File: config.mk
export PLATFORM = sky130hd
export DESIGN_NAME = tick_sched_ctrl_flat
export DESIGN_NICKNAME = d
export VERILOG_FILES = /design/src/rtl/tick_sched_if.sv /design/src/rtl/tick_sched_ctrl.sv /design/src/flat_wrapper.sv
export SDC_FILE = /design/constraint.sdc
export NUM_CORES = 1
export LEC_CHECK = 0
export CAP_MARGIN = 40
export CORE_AREA = 3 3 102 104
export CTS_CLUSTER_SIZE = 10
export DETAILED_ROUTE_END_ITERATION = 16
export DIE_AREA = 0 0 105 107
export GPL_TIMING_DRIVEN = 0
export PLACE_DENSITY_LB_ADDON = 0.05
export SLEW_MARGIN = 20
export SYNTH_ARGS = -nofsm -noshare
export SYNTH_HDL_FRONTEND = slang
export SYNTH_SLANG_ARGS = --single-unit
File: constraint.sdc
create_clock -name clk -period 3.6 [get_ports clk]
set_input_delay 0.72 -clock clk [delete_from_list [all_inputs] [get_ports clk]]
set_output_delay 0.72 -clock clk [all_outputs]
set_load 0.01 [all_outputs]
File: src/rtl/tick_sched_if.sv
// ---------------------------------------------------------------------------
// tick_sched_if
// Control/status bundle between the top-level control logic (master) and the
// tick scheduler (slave).
//   start     master->slave  request to latch div_val/burst and begin running
//   stop      master->slave  abort a running sequence
//   div_val   master->slave  tick period in clk cycles (0 behaves as 1)
//   burst     master->slave  ticks to issue, 0 = free-run
//   busy      slave->master  high while running or finishing a burst
//   tick      slave->master  one-cycle enable pulse
//   tick_num  slave->master  ticks issued since the last start
//   done      slave->master  one-cycle pulse after the final burst tick
//   slow_out  slave->master  square wave toggled per tick (optional feature)
// ---------------------------------------------------------------------------
interface tick_sched_if #(
    parameter int DIV_W = 28,
    parameter int CNT_W = 8
);
    logic             start;
    logic             stop;
    logic [DIV_W-1:0] div_val;
    logic [CNT_W-1:0] burst;
    logic             busy;
    logic             tick;
    logic [CNT_W-1:0] tick_num;
    logic             done;
    logic             slow_out;

    modport master (
        output start, stop, div_val, burst,
        input  busy, tick, tick_num, done, slow_out
    );

    modport slave (
        input  start, stop, div_val, burst,
        output busy, tick, tick_num, done, slow_out
    );
endinterface

File: src/rtl/tick_sched_ctrl.sv
// ---------------------------------------------------------------------------
// tick_sched_ctrl
// Programmable run/stop tick source for logic clocked by enables. On start it
// latches a divide period and a burst length, then issues registered one-cycle
// tick pulses every period cycles until stopped or the burst is exhausted.
//
// Ports
//   clk   system clock, all state on the rising edge
//   rst   asynchronous, active-high reset
//   bus   tick_sched_if.slave: start/stop/div_val/burst in,
//         busy/tick/tick_num/done/slow_out out
//
// Parameters
//   DIV_W  width of the divide period
//   CNT_W  width of the burst length and tick counter
//
// Configuration macro
//   TICK_SQUARE_OUT_EN  when defined, slow_out toggles on every tick and is
//                       cleared on start; otherwise slow_out is constant 0.
// ---------------------------------------------------------------------------
module tick_sched_ctrl #(
    parameter int DIV_W = 28,
    parameter int CNT_W = 8
) (
    input  logic          clk,
    input  logic          rst,
    tick_sched_if.slave   bus
);

    localparam logic [1:0] ST_IDLE = 2'd0;
    localparam logic [1:0] ST_RUN  = 2'd1;
    localparam logic [1:0] ST_DONE = 2'd2;

    logic [1:0]       state;
    logic [DIV_W-1:0] cnt;
    logic [DIV_W-1:0] period;
    logic [CNT_W-1:0] blen;
    logic [CNT_W-1:0] tick_num_r;
    logic             tick_r;
    logic             done_r;
    logic             busy_r;

    logic             start_take;
    logic             tick_set;
    logic             last_cnt;
    logic [CNT_W-1:0] next_num;
    logic [DIV_W-1:0] div_eff;

    // A period of 0 would never wrap, so it is promoted to 1.
    assign div_eff    = (bus.div_val == '0) ? DIV_W'(1) : bus.div_val;
    assign last_cnt   = (cnt == period - DIV_W'(1));
    assign next_num   = tick_num_r + CNT_W'(1);
    assign start_take = (state == ST_IDLE) && bus.start;
    // stop outranks a tick falling on the same edge
    assign tick_set   = (state == ST_RUN) && !bus.stop && last_cnt;

    // Main sequencer. DONE spans two cycles: the first carries the final tick,
    // the second carries the done pulse, after which the block returns to IDLE.
    always_ff @(posedge clk or posedge rst) begin
        if (rst) begin
            state      <= ST_IDLE;
            cnt        <= '0;
            period     <= '0;
            blen       <= '0;
            tick_num_r <= '0;
            tick_r     <= 1'b0;
            done_r     <= 1'b0;
            busy_r     <= 1'b0;
        end else begin
            tick_r <= 1'b0;
            done_r <= 1'b0;
            case (state)
                ST_IDLE: begin
                    if (bus.start) begin
                        period     <= div_eff;
                        blen       <= bus.burst;
                        cnt        <= '0;
                        tick_num_r <= '0;
                        busy_r     <= 1'b1;
                        state      <= ST_RUN;
                    end
                end
                ST_RUN: begin
                    if (bus.stop) begin
                        cnt    <= '0;
                        busy_r <= 1'b0;
                        state  <= ST_IDLE;
                    end else if (last_cnt) begin
                        cnt        <= '0;
                        tick_r     <= 1'b1;
                        tick_num_r <= next_num;
                        if ((blen != '0) && (next_num == blen)) begin
                            state <= ST_DONE;
                        end
                    end else begin
                        cnt <= cnt + DIV_W'(1);
                    end
                end
                ST_DONE: begin
                    if (!done_r) begin
                        done_r <= 1'b1;
                    end else begin
                        cnt    <= '0;
                        busy_r <= 1'b0;
                        state  <= ST_IDLE;
                    end
                end
                default: begin
                    cnt    <= '0;
                    busy_r <= 1'b0;
                    state  <= ST_IDLE;
                end
            endcase
        end
    end

`ifdef TICK_SQUARE_OUT_EN
    logic slow_r;

    // Square wave: flips on every tick so a full period spans two ticks.
    always_ff @(posedge clk or posedge rst) begin
        if (rst) begin
            slow_r <= 1'b0;
        end else if (start_take) begin
            slow_r <= 1'b0;
        end else if (tick_set) begin
            slow_r <= ~slow_r;
        end
    end

    assign bus.slow_out = slow_r;
`else
    logic unused_ok;
    assign unused_ok    = start_take ^ tick_set;
    assign bus.slow_out = 1'b0;
`endif

    assign bus.busy     = busy_r;
    assign bus.tick     = tick_r;
    assign bus.tick_num = tick_num_r;
    assign bus.done     = done_r;

endmodule

File: src/flat_wrapper.sv
// flat-port wrapper written by rule: the top's interface ports become plain ports
module tick_sched_ctrl_flat 
#(
    parameter int DIV_W = 28,
    parameter int CNT_W = 8
)
  (clk, rst, bus_start, bus_stop, bus_div_val, bus_burst, bus_busy, bus_tick, bus_tick_num, bus_done, bus_slow_out);
  tick_sched_if #(.DIV_W(DIV_W), .CNT_W(CNT_W)) bus_i ();
  input  logic clk;
  input  logic rst;
  input wire logic [$bits(bus_i.start)-1:0] bus_start;
  input wire logic [$bits(bus_i.stop)-1:0] bus_stop;
  input wire logic [$bits(bus_i.div_val)-1:0] bus_div_val;
  input wire logic [$bits(bus_i.burst)-1:0] bus_burst;
  output wire logic [$bits(bus_i.busy)-1:0] bus_busy;
  output wire logic [$bits(bus_i.tick)-1:0] bus_tick;
  output wire logic [$bits(bus_i.tick_num)-1:0] bus_tick_num;
  output wire logic [$bits(bus_i.done)-1:0] bus_done;
  output wire logic [$bits(bus_i.slow_out)-1:0] bus_slow_out;
  assign bus_i.start = bus_start;
  assign bus_i.stop = bus_stop;
  assign bus_i.div_val = bus_div_val;
  assign bus_i.burst = bus_burst;
  assign bus_busy = bus_i.busy;
  assign bus_tick = bus_i.tick;
  assign bus_tick_num = bus_i.tick_num;
  assign bus_done = bus_i.done;
  assign bus_slow_out = bus_i.slow_out;
  tick_sched_ctrl #(.DIV_W(DIV_W), .CNT_W(CNT_W)) u_core (.clk(clk), .rst(rst), .bus(bus_i));
endmodule
Word-level counts from Yosys, hierarchy flattened
Cells that the tools add are included.
- register bits: 77
- bits of input ports: 40
- word-level logic and storage cells: 57
- $add $sub $neg: 3
- equality and inequality tests: 11
- mux-type cells: 25
- reductions and logical operators: 10
- operators by type and width (kind ; count):
    $mux 28 ; 5
    $pmux 28 s3 ; 1
    $add 28x1->28 const B ; 1
    $eq 28x28->1 ; 1
    $logic_not 28->1 ; 1
    $sub 28x1->28 const B ; 1
    $mux 8 ; 3
    $pmux 8 s2 ; 1
    $mux 2 ; 5
    $add 8x1->8 const B ; 1
    $eq 8x8->1 ; 1
    $mux 1 ; 8
    $reduce_and 4->1 ; 2
    $reduce_bool 8->1 ; 1
    $ne 2x2->1 const B ; 3
    $pmux 2 s3 ; 1
    $ne 2x1->1 const B ; 2
    $reduce_and 2->1 ; 2
    $ne 3x2->1 const B ; 1
    $ne 3x3->1 const B ; 1
    $pmux 1 s3 ; 1
    $reduce_and 3->1 ; 1
    $eq 2x1->1 const B ; 1
    $eq 2x2->1 const B ; 1
    3 further kinds ; 3

Logic depth before layout (Yosys ltp)
Gate-level depths: netlist of the first run.
- word-level depth: 7
- depth in mapped cells: 13
- depth with buffers taken out: 11

Least setup slack after synthesis of the first run
No wires, ideal clock.
- path kind: reg2reg
- from: register u_core.period[0]
- to: register u_core.cnt[10]
- library setup time: 121 ps
- data arrival time: 3260 ps
- data required time: 3479 ps
- path slack: 219 ps
- cell stages (with the launch flop): 13
- buffers on the path: 2
- period minus slack after synthesis: 3381 ps
- cell sequence: dfrtp_1 > inv_1 > ha_1 > or3b_1 > or3_1 > a211oi_1 > nor3_1 > or4_1 > or4_4 > o21a_1 > buf_6 > buf_6 > a22o_1
- word-level cells in the longest chain between the ends: 5
- ends and longest elaborated chain (what ; line ; RTL):
    from (decl) ; tick_sched_ctrl.sv:36 ; logic [DIV_W-1:0] period;
    from (signal assigned) ; tick_sched_ctrl.sv:75 ; period <= div_eff;
    $sub 28x1->28 ; tick_sched_ctrl.sv:51 ; assign last_cnt = (cnt == period - DIV_W'(1));
    $eq 28x28->1 ; tick_sched_ctrl.sv:51 ;
    $mux 28 ; tick_sched_ctrl.sv:88 ; end else if (last_cnt) begin
    $mux 28 ; tick_sched_ctrl.sv:84 ; if (bus.stop) begin
    $pmux 28 s3 ; tick_sched_ctrl.sv:72 ; case (state)
    to (signal assigned) ; tick_sched_ctrl.sv:96 ; cnt <= cnt + DIV_W'(1);
    to (decl) ; tick_sched_ctrl.sv:35 ; logic [DIV_W-1:0] cnt;
Every way passes these cells.
A chain may end at the register's enable or synchronous reset.

Worst setup path in the final report of the first run
- from: register u_core.period[0]
- to: register u_core.cnt[22]
Same word-level chain as after synthesis.

==> results of run 1 <==
-- per-layer routing --
layer  share of wire [%]  wire length [um]
met3                 3.9               528
met4                 1.7               235
met2                  46              6208
met1                  49              6595
met5                   0                 0
-- report_power, final --
part           switching [uW]  internal, uW
Sequential                165           981
Clock                     300           279
Combinational             528           469
-- cell families (layout without fill, tap and decap cells) --
logic type / count (synthesis) / count (layout) / share of synthesized area (%)
buffers and inverters: 42 / 129 / 3.948
DFF: 77 / 77 / 38.72
other: 1 / 1 / 0.07536
AOI/OAI and AO/OA: 102 / 102 / 14.58
muxes: 2 / 2 / 0.4023
and+or+nand+nor: 303 / 303 / 32.18
adders and majority gates: 3 / 3 / 0.7544
xor gates and xnor gates: 53 / 53 / 9.329
-- worst max-delay path: stages, from the launching register on --
cell     delay [ns]
dfrtp_2        0.43
inv_2          0.08
ha_4           0.13
buf_6          0.09
nor3b_4        0.30
nand4_4        0.20
buf_6          0.18
nor3_4         0.15
xnor2_2        0.11
or4_1          0.49
or4_4          0.48
o21ai_4        0.28
buf_6          0.18
o21ai_1        0.07
a21o_1         0.20
-- Yosys cell counts (all sizes together), types with 4 or more instances --
| cell type | count | area, um2 |
|---|---|---|
| buf | 10 | 76.32 |
| a22o | 5 | 43.79 |
| inv | 12 | 45.04 |
| xor2 | 22 | 192.7 |
| nor3 | 24 | 131.4 |
| clkbuf | 20 | 75.07 |
| nor2b | 4 | 25.02 |
| o21ai | 29 | 160.2 |
| a2bb2oi | 4 | 35.03 |
| a21o | 12 | 90.09 |
| nand3 | 26 | 130.1 |
| or4 | 6 | 52.55 |
| nor2 | 19 | 71.32 |
| o311ai | 7 | 61.31 |
| nor3b | 10 | 80.07 |
| xnor2 | 31 | 271.5 |
| nand3b | 4 | 42.54 |
| nand2 | 137 | 516.8 |
| dfrtp | 77 | 1927 |
| a31o | 4 | 35.03 |
| nand4 | 13 | 87.58 |
| a211oi | 9 | 67.56 |
| and4 | 5 | 43.79 |
| nor4 | 18 | 172.7 |
| a21oi | 12 | 63.81 |
| or3 | 7 | 43.79 |
| and3 | 16 | 100.1 |
-- per-stage QoR --
stage	area, um2	instances	setup slack, ns	total power, uW
5_1_grt	6181	803	-0.03537	2903
2_1_floorplan	4976	583	0.2188	1727
3_3_place_gp	5643	766	-0.3645	1996
4_1_cts	6011	795	0.03049	2672
3_5_place_dp	5678	768	-0.2603	2020
6_report	6181	803	0.1111	2722
-- sequential cells by signal, summed over array words and instances (netlist names) --
| name | count |
|---|---|
| u_core.blen | 8 |
| u_core.bus.busy | 1 |
| u_core.state | 2 |
| u_core.cnt | 28 |
| u_core.bus.tick_num | 8 |
| u_core.bus.tick | 1 |
| u_core.bus.done | 1 |
| u_core.period | 28 |
-- final cells by class --
| type | instances | area (um2) | area share [%] |
|---|---|---|---|
| inverter | 12 | 47.55 | 0.7692 |
| multi-input combinational | 464 | 2989 | 48.36 |
| buffer | 29 | 167.7 | 2.713 |
| tap | 133 | 166.4 | 2.692 |
| timing repair buffer | 74 | 716.9 | 11.60 |
| clock inverter | 2 | 10.01 | 0.1619 |
| clock buffer | 12 | 155.1 | 2.510 |
| sequential | 77 | 1928 | 31.19 |
-- layout by cell type (no fill, tap or decap), types with 12 or more instances in the layout --
master	instances
nor2_1	18
xor2_1	21
clkbuf_1	20
clkdlybuf4s50_1	50
o21ai_0	18
dfrtp_1	76
nand4_1	12
nor3_1	18
buf_6	12
nor4_1	13
buf_4	18
a21o_1	12
xnor2_1	30
nand2_1	136
nand3_1	26
and3_1	16
-- repair_timing --
| item | CTS | global route |
|---|---|---|
| hold buffers | 0 | 0 |
| setup buffers | 12 | 9 |
| gates cloned | 1 | 0 |
| endpoints found under the setup margin | 36 | 30 |
| pin swaps | 13 | 17 |
| gates resized for setup | 19 | 24 |
-- final timing paths --
kind / from / endpoint / slack [ns] / cells after the start
worst max-delay path: u_core.period[0] / u_core.cnt[22] / 0.11 / 14
worst min-delay path: u_core.bus.busy / u_core.bus.busy / 0.52 / 2
worst max register to register: u_core.period[0] / u_core.cnt[22] / 0.11 / 14
worst min register to register: u_core.bus.busy / u_core.bus.busy / 0.52 / 2
max in group asynchronous: rst / u_core.period[0] / 2.32 / 3
min in group asynchronous: rst / u_core.cnt[16] / 0.68 / 2
==> metrics.cfg, run 1 <==
[run_status]
outcome = finished, final reports clean

[setup_path]
worstPathMaxFanout = 6
critPathRequiredTime_ns = 3.84
worstSetupEndpointType = register
arrival_ns = 3.73
startpoint_type = register
path_class = register to register

[min_path]
hold_class = register to register

[clock_tree]
clock-sinks = 77
worstSkewPairLatency_ns = 0.35
numCtsBuffers = 9
h-tree-depth = 3
cts_buffer_depth = 2
clk_pin_slew_worst_paths_ns = 0.07
cts_root_buffer = clkbuf_8
cts_tree = built

[grt]
grt_usage_pct = 25.26
grt_pass1_vias = 4537
grt_max_degree = 55
antenna_found_initial = 0
grt_pass1_wl_um = 22850
overflow = 0
grt_busiest_layer = met2
grtUsageMet1_pct = 35.98
grtUsageMet3_pct = 3.311
grt_util_met2_pct = 40.05

[routing]
drtIter0Drc = 298
wire_per_inst_um = 16.90
vias_per_cell = 5.710
drt-total-wl_um = 13570
drcViolationCount = 0
postRouteAntennaNets = 0
vias = 4585
drt-pass1-iter-count = 5

[yosys]
synth-edff-count = 0
ys_seq_area_share_pct = 38.72
synthCells = 583
syn_area_per_cell_um2 = 8.535
ys_types = 65
ys.flop_type = dfrtp_1
ys_warn_count = 0
syn-cell-area_um2 = 4976
synth_seq_cells = 77
synthesis.nets = 626
async_flop_share_pct = 100.0

[sta]
hold_slack_ns = 0.5241
slew_violations = 0
tns_ns = 0
skew_ns = 0.01016
fmax_ghz = 0.2866
setup_viol_count_final = 0
slew_headroom_pct = 58.59
hold_viol = 0
tightest_slew_ns = 0.6165
fin_crit_sh_pct = 96.91
rsz0062_at_grt = true
final.min_clock_period_ns = 3.489

[power]
p_per_area_nw_per_um2 = 440.4
leakage_uw = 0.002757
power.ir.vdd_worst_mv = 0.2922

[die]
core_area_um2 = 9639
start_util_pct = 51.62
dieArea_um2 = 11240
rows = 36
die_width_um = 105
dieHeight_um = 107
ios = 52

[placed_design]
numPortBuffers = 50
gp_congestion = 0.8981
dp_hpwl_um = 10060

[run]
max-cap-violations = 0

[layout]
diodes = 0
fin_util_pct = 64.12
area_delta_synth_final_pct = 24.21
fillCellCount = 908
fin_nets = 710
drive_gt1_share_pct = 14.03

No activity file was read; power rests on OpenSTA's default activity.
==> run 2: changes to the inputs <==
Settings changed: CORE_AREA 3 3 102 104 to 4 4 103 105, DIE_AREA 0 0 105 107 to 0 0 107 109, RECOVER_POWER set to 100, SLEW_MARGIN 20 to 5.
==> metrics.cfg, run 2 (same netlist as run 1, synthesis figures left out) <==
[run_status]
outcome = finished, final reports clean

[layout]
area_delta_synth_final_pct = 24.79
finalNonFillerCells = 807  ; +0.50%
reg.largest.list = u_core.cnt x28, u_core.period x28
drive_gt1_share_pct = 14.09  ; +0.065 points
fin_nets = 712  ; +0.28%
fillCellCount = 867  ; -4.5%
diodes = 0  ; unchanged
mostFrequentLayoutCell = nand2_1
final_cell_mix = nand2_1, dfrtp_1, clkdlybuf4s50_1

[sta]
fmax_ghz = 0.2859  ; -0.26%
fin_crit_sh_pct = 97.17  ; +0.25 points
skew_ns = 0.009780  ; -0.0003794 ns
setup_viol_count_final = 0  ; unchanged
hold_viol = 0  ; unchanged
slew_violations = 0  ; unchanged
slew_headroom_pct = 12.40  ; -46 points
tightest_slew_ns = 1.307  ; +0.6903 ns
setup_slack_ns = 0.1020  ; -0.009081 ns
rsz0062_at_grt = true
final.min_clock_period_ns = 3.498  ; +0.009081 ns
tns_ns = 0  ; unchanged

[grt]
antenna_found_initial = 0  ; unchanged
overflow = 0  ; unchanged
grt_pass1_vias = 4560  ; +0.51%
grt_pass1_wl_um = 22820  ; -0.15%
grt_max_degree = 51  ; -7.3%
grt_usage_pct = 24.90  ; -0.36 points

[placed_design]
placed_cells = 768  ; unchanged
gp_congestion = 0.8934  ; -0.52%
dp_hpwl_um = 10240  ; +1.9%
numPortBuffers = 50  ; unchanged
dp_slack_ns = -0.2487  ; +0.01154 ns

[die]
die_width_um = 107  ; +1.9%
rows = 36  ; unchanged
dieArea_um2 = 11660  ; +3.8%
core_area_um2 = 9639  ; unchanged
ios = 52  ; unchanged
dieHeight_um = 109  ; +1.9%
start_util_pct = 51.62  ; unchanged

[clock_tree]
clk_pin_slew_worst_paths_ns = 0.08  ; about the same
h-tree-depth = 3  ; unchanged
cts_root_buffer = clkbuf_8
numCtsBuffers = 9  ; unchanged
cts-hold-fix-buffers = 0  ; unchanged
clock-sinks = 77  ; unchanged
cts_buffer_depth = 2  ; unchanged
cts_tree = built
worstSkewPairLatency_ns = 0.36  ; about the same

[min_path]
hold-path-endpoint = u_core.bus.done
hold_class = register to register
worstHoldPathCells = 1  ; -1
hold_path_startpoint = u_core.bus.done

[routing]
wire_per_inst_um = 17.05  ; +0.92%
drt-pass1-iter-count = 5  ; unchanged
postRouteAntennaNets = 0  ; unchanged
drcViolationCount = 0  ; unchanged
vias = 4670  ; +1.9%
drt-total-wl_um = 13760  ; +1.4%
drtIter0Drc = 348  ; +17%
vias_per_cell = 5.787  ; +1.3%

[power]
power.ir.vdd_worst_mv = 0.2557  ; -12%
p_per_area_nw_per_um2 = 475.6  ; +8.0%
total_power_uw = 2954  ; +8.5%
leakage_uw = 0.002800  ; +1.6%

[setup_path]
arrival_ns = 3.75  ; +0.02 ns
critPathRequiredTime_ns = 3.85  ; about the same
r2r-start = u_core.period[1]
r2r_cells = 12  ; -2
r2r_setup_slack_ns = 0.10  ; about the same
path_class = register to register
r2r-end = u_core.cnt[9]
worstSetupEndpointType = register
worstPathMaxFanout = 6  ; unchanged
startpoint_type = register

[run]
max-cap-violations = 0  ; unchanged

-- run 2: cell types whose count changed in the layout (fill, tap and decap cells not counted), moves of 3 or more --
cell             delta
buf_4               +6
buf_6               -3
bufinv_16           +3
clkdlybuf4s50_1    -13
dlygate4sd3_1      +13
-- run 2: layout make-up --
type | instances | area, um2 | share of cell area, %
Timing Repair Buffer | 76 | 704.4 | 11.34
Inverter | 12 | 46.29 | 0.7455
Tap cell | 133 | 166.4 | 2.680
Clock buffer | 13 | 168.9 | 2.720
Multi-Input combinational cell | 464 | 2940 | 47.35
Sequential cell | 77 | 1929 | 31.07
Buffer | 29 | 163.9 | 2.640
Clock inverter | 3 | 90.09 | 1.451
-- run 2: through the flow --
stage	hold WS (ns)	util, %	instance area, um2
after floorplan	0.4665	-	4976
after global placement	0.5109	58.54	5643
after detailed placement	0.5136	58.93	5680
after CTS	0.5321	63.69	6140
after global routing	0.5469	64.42	6210
final	0.5227	64.42	6210
-- run 2: worst max-delay path by stage --
stage,startpoint,endpoint,slack (ns)
final,u_core.period[1],u_core.cnt[9],0.10
after global routing,u_core.period[1],u_core.cnt[9],-0.01
after floorplan,u_core.period[0],u_core.cnt[10],0.22
after global placement,rst,u_core.period[6],-0.35
after detailed placement,u_core.period[0],u_core.bus.tick_num[4],-0.25
after CTS,u_core.period[1],u_core.cnt[2],0.007
-- run 2: report_power, final --
group          switching (uW)  total (uW)  internal [uW]
Clock                     316         834            518
Combinational             523         981            458
Sequential                158        1140            981
Total                     997        2950           1960
-- run 2: repair_timing --
action,CTS,global route
pin swaps,11,10
setup endpoints to repair,38,31
buffers inserted,18,5
resized for setup,18,16
gates cloned,1,0
-- run 2: worst max-delay path: stages, from the launching register on --
cell and delay, ns:
dfrtp_1 0.40, buf_4 0.15, buf_4 0.13, buf_4 0.12
or4_1 0.59, nor3_2 0.19, o311ai_1 0.16, a211o_1 0.31
or4_4 0.59, o21ai_4 0.28, buf_6 0.19, o21ai_1 0.07
a21bo_1 0.21
-- run 2: per-layer routing --
layer | vias to the layer above | routed length [um] | global-route usage [%]
li1 | 2248 | - | -
met1 | 2261 | 6336 | 34.31
met2 | 144 | 6368 | 39.97
met3 | 17 | 813 | 4.026
met4 | 0 | 242 | 8.767
met5 | - | 0 | 0
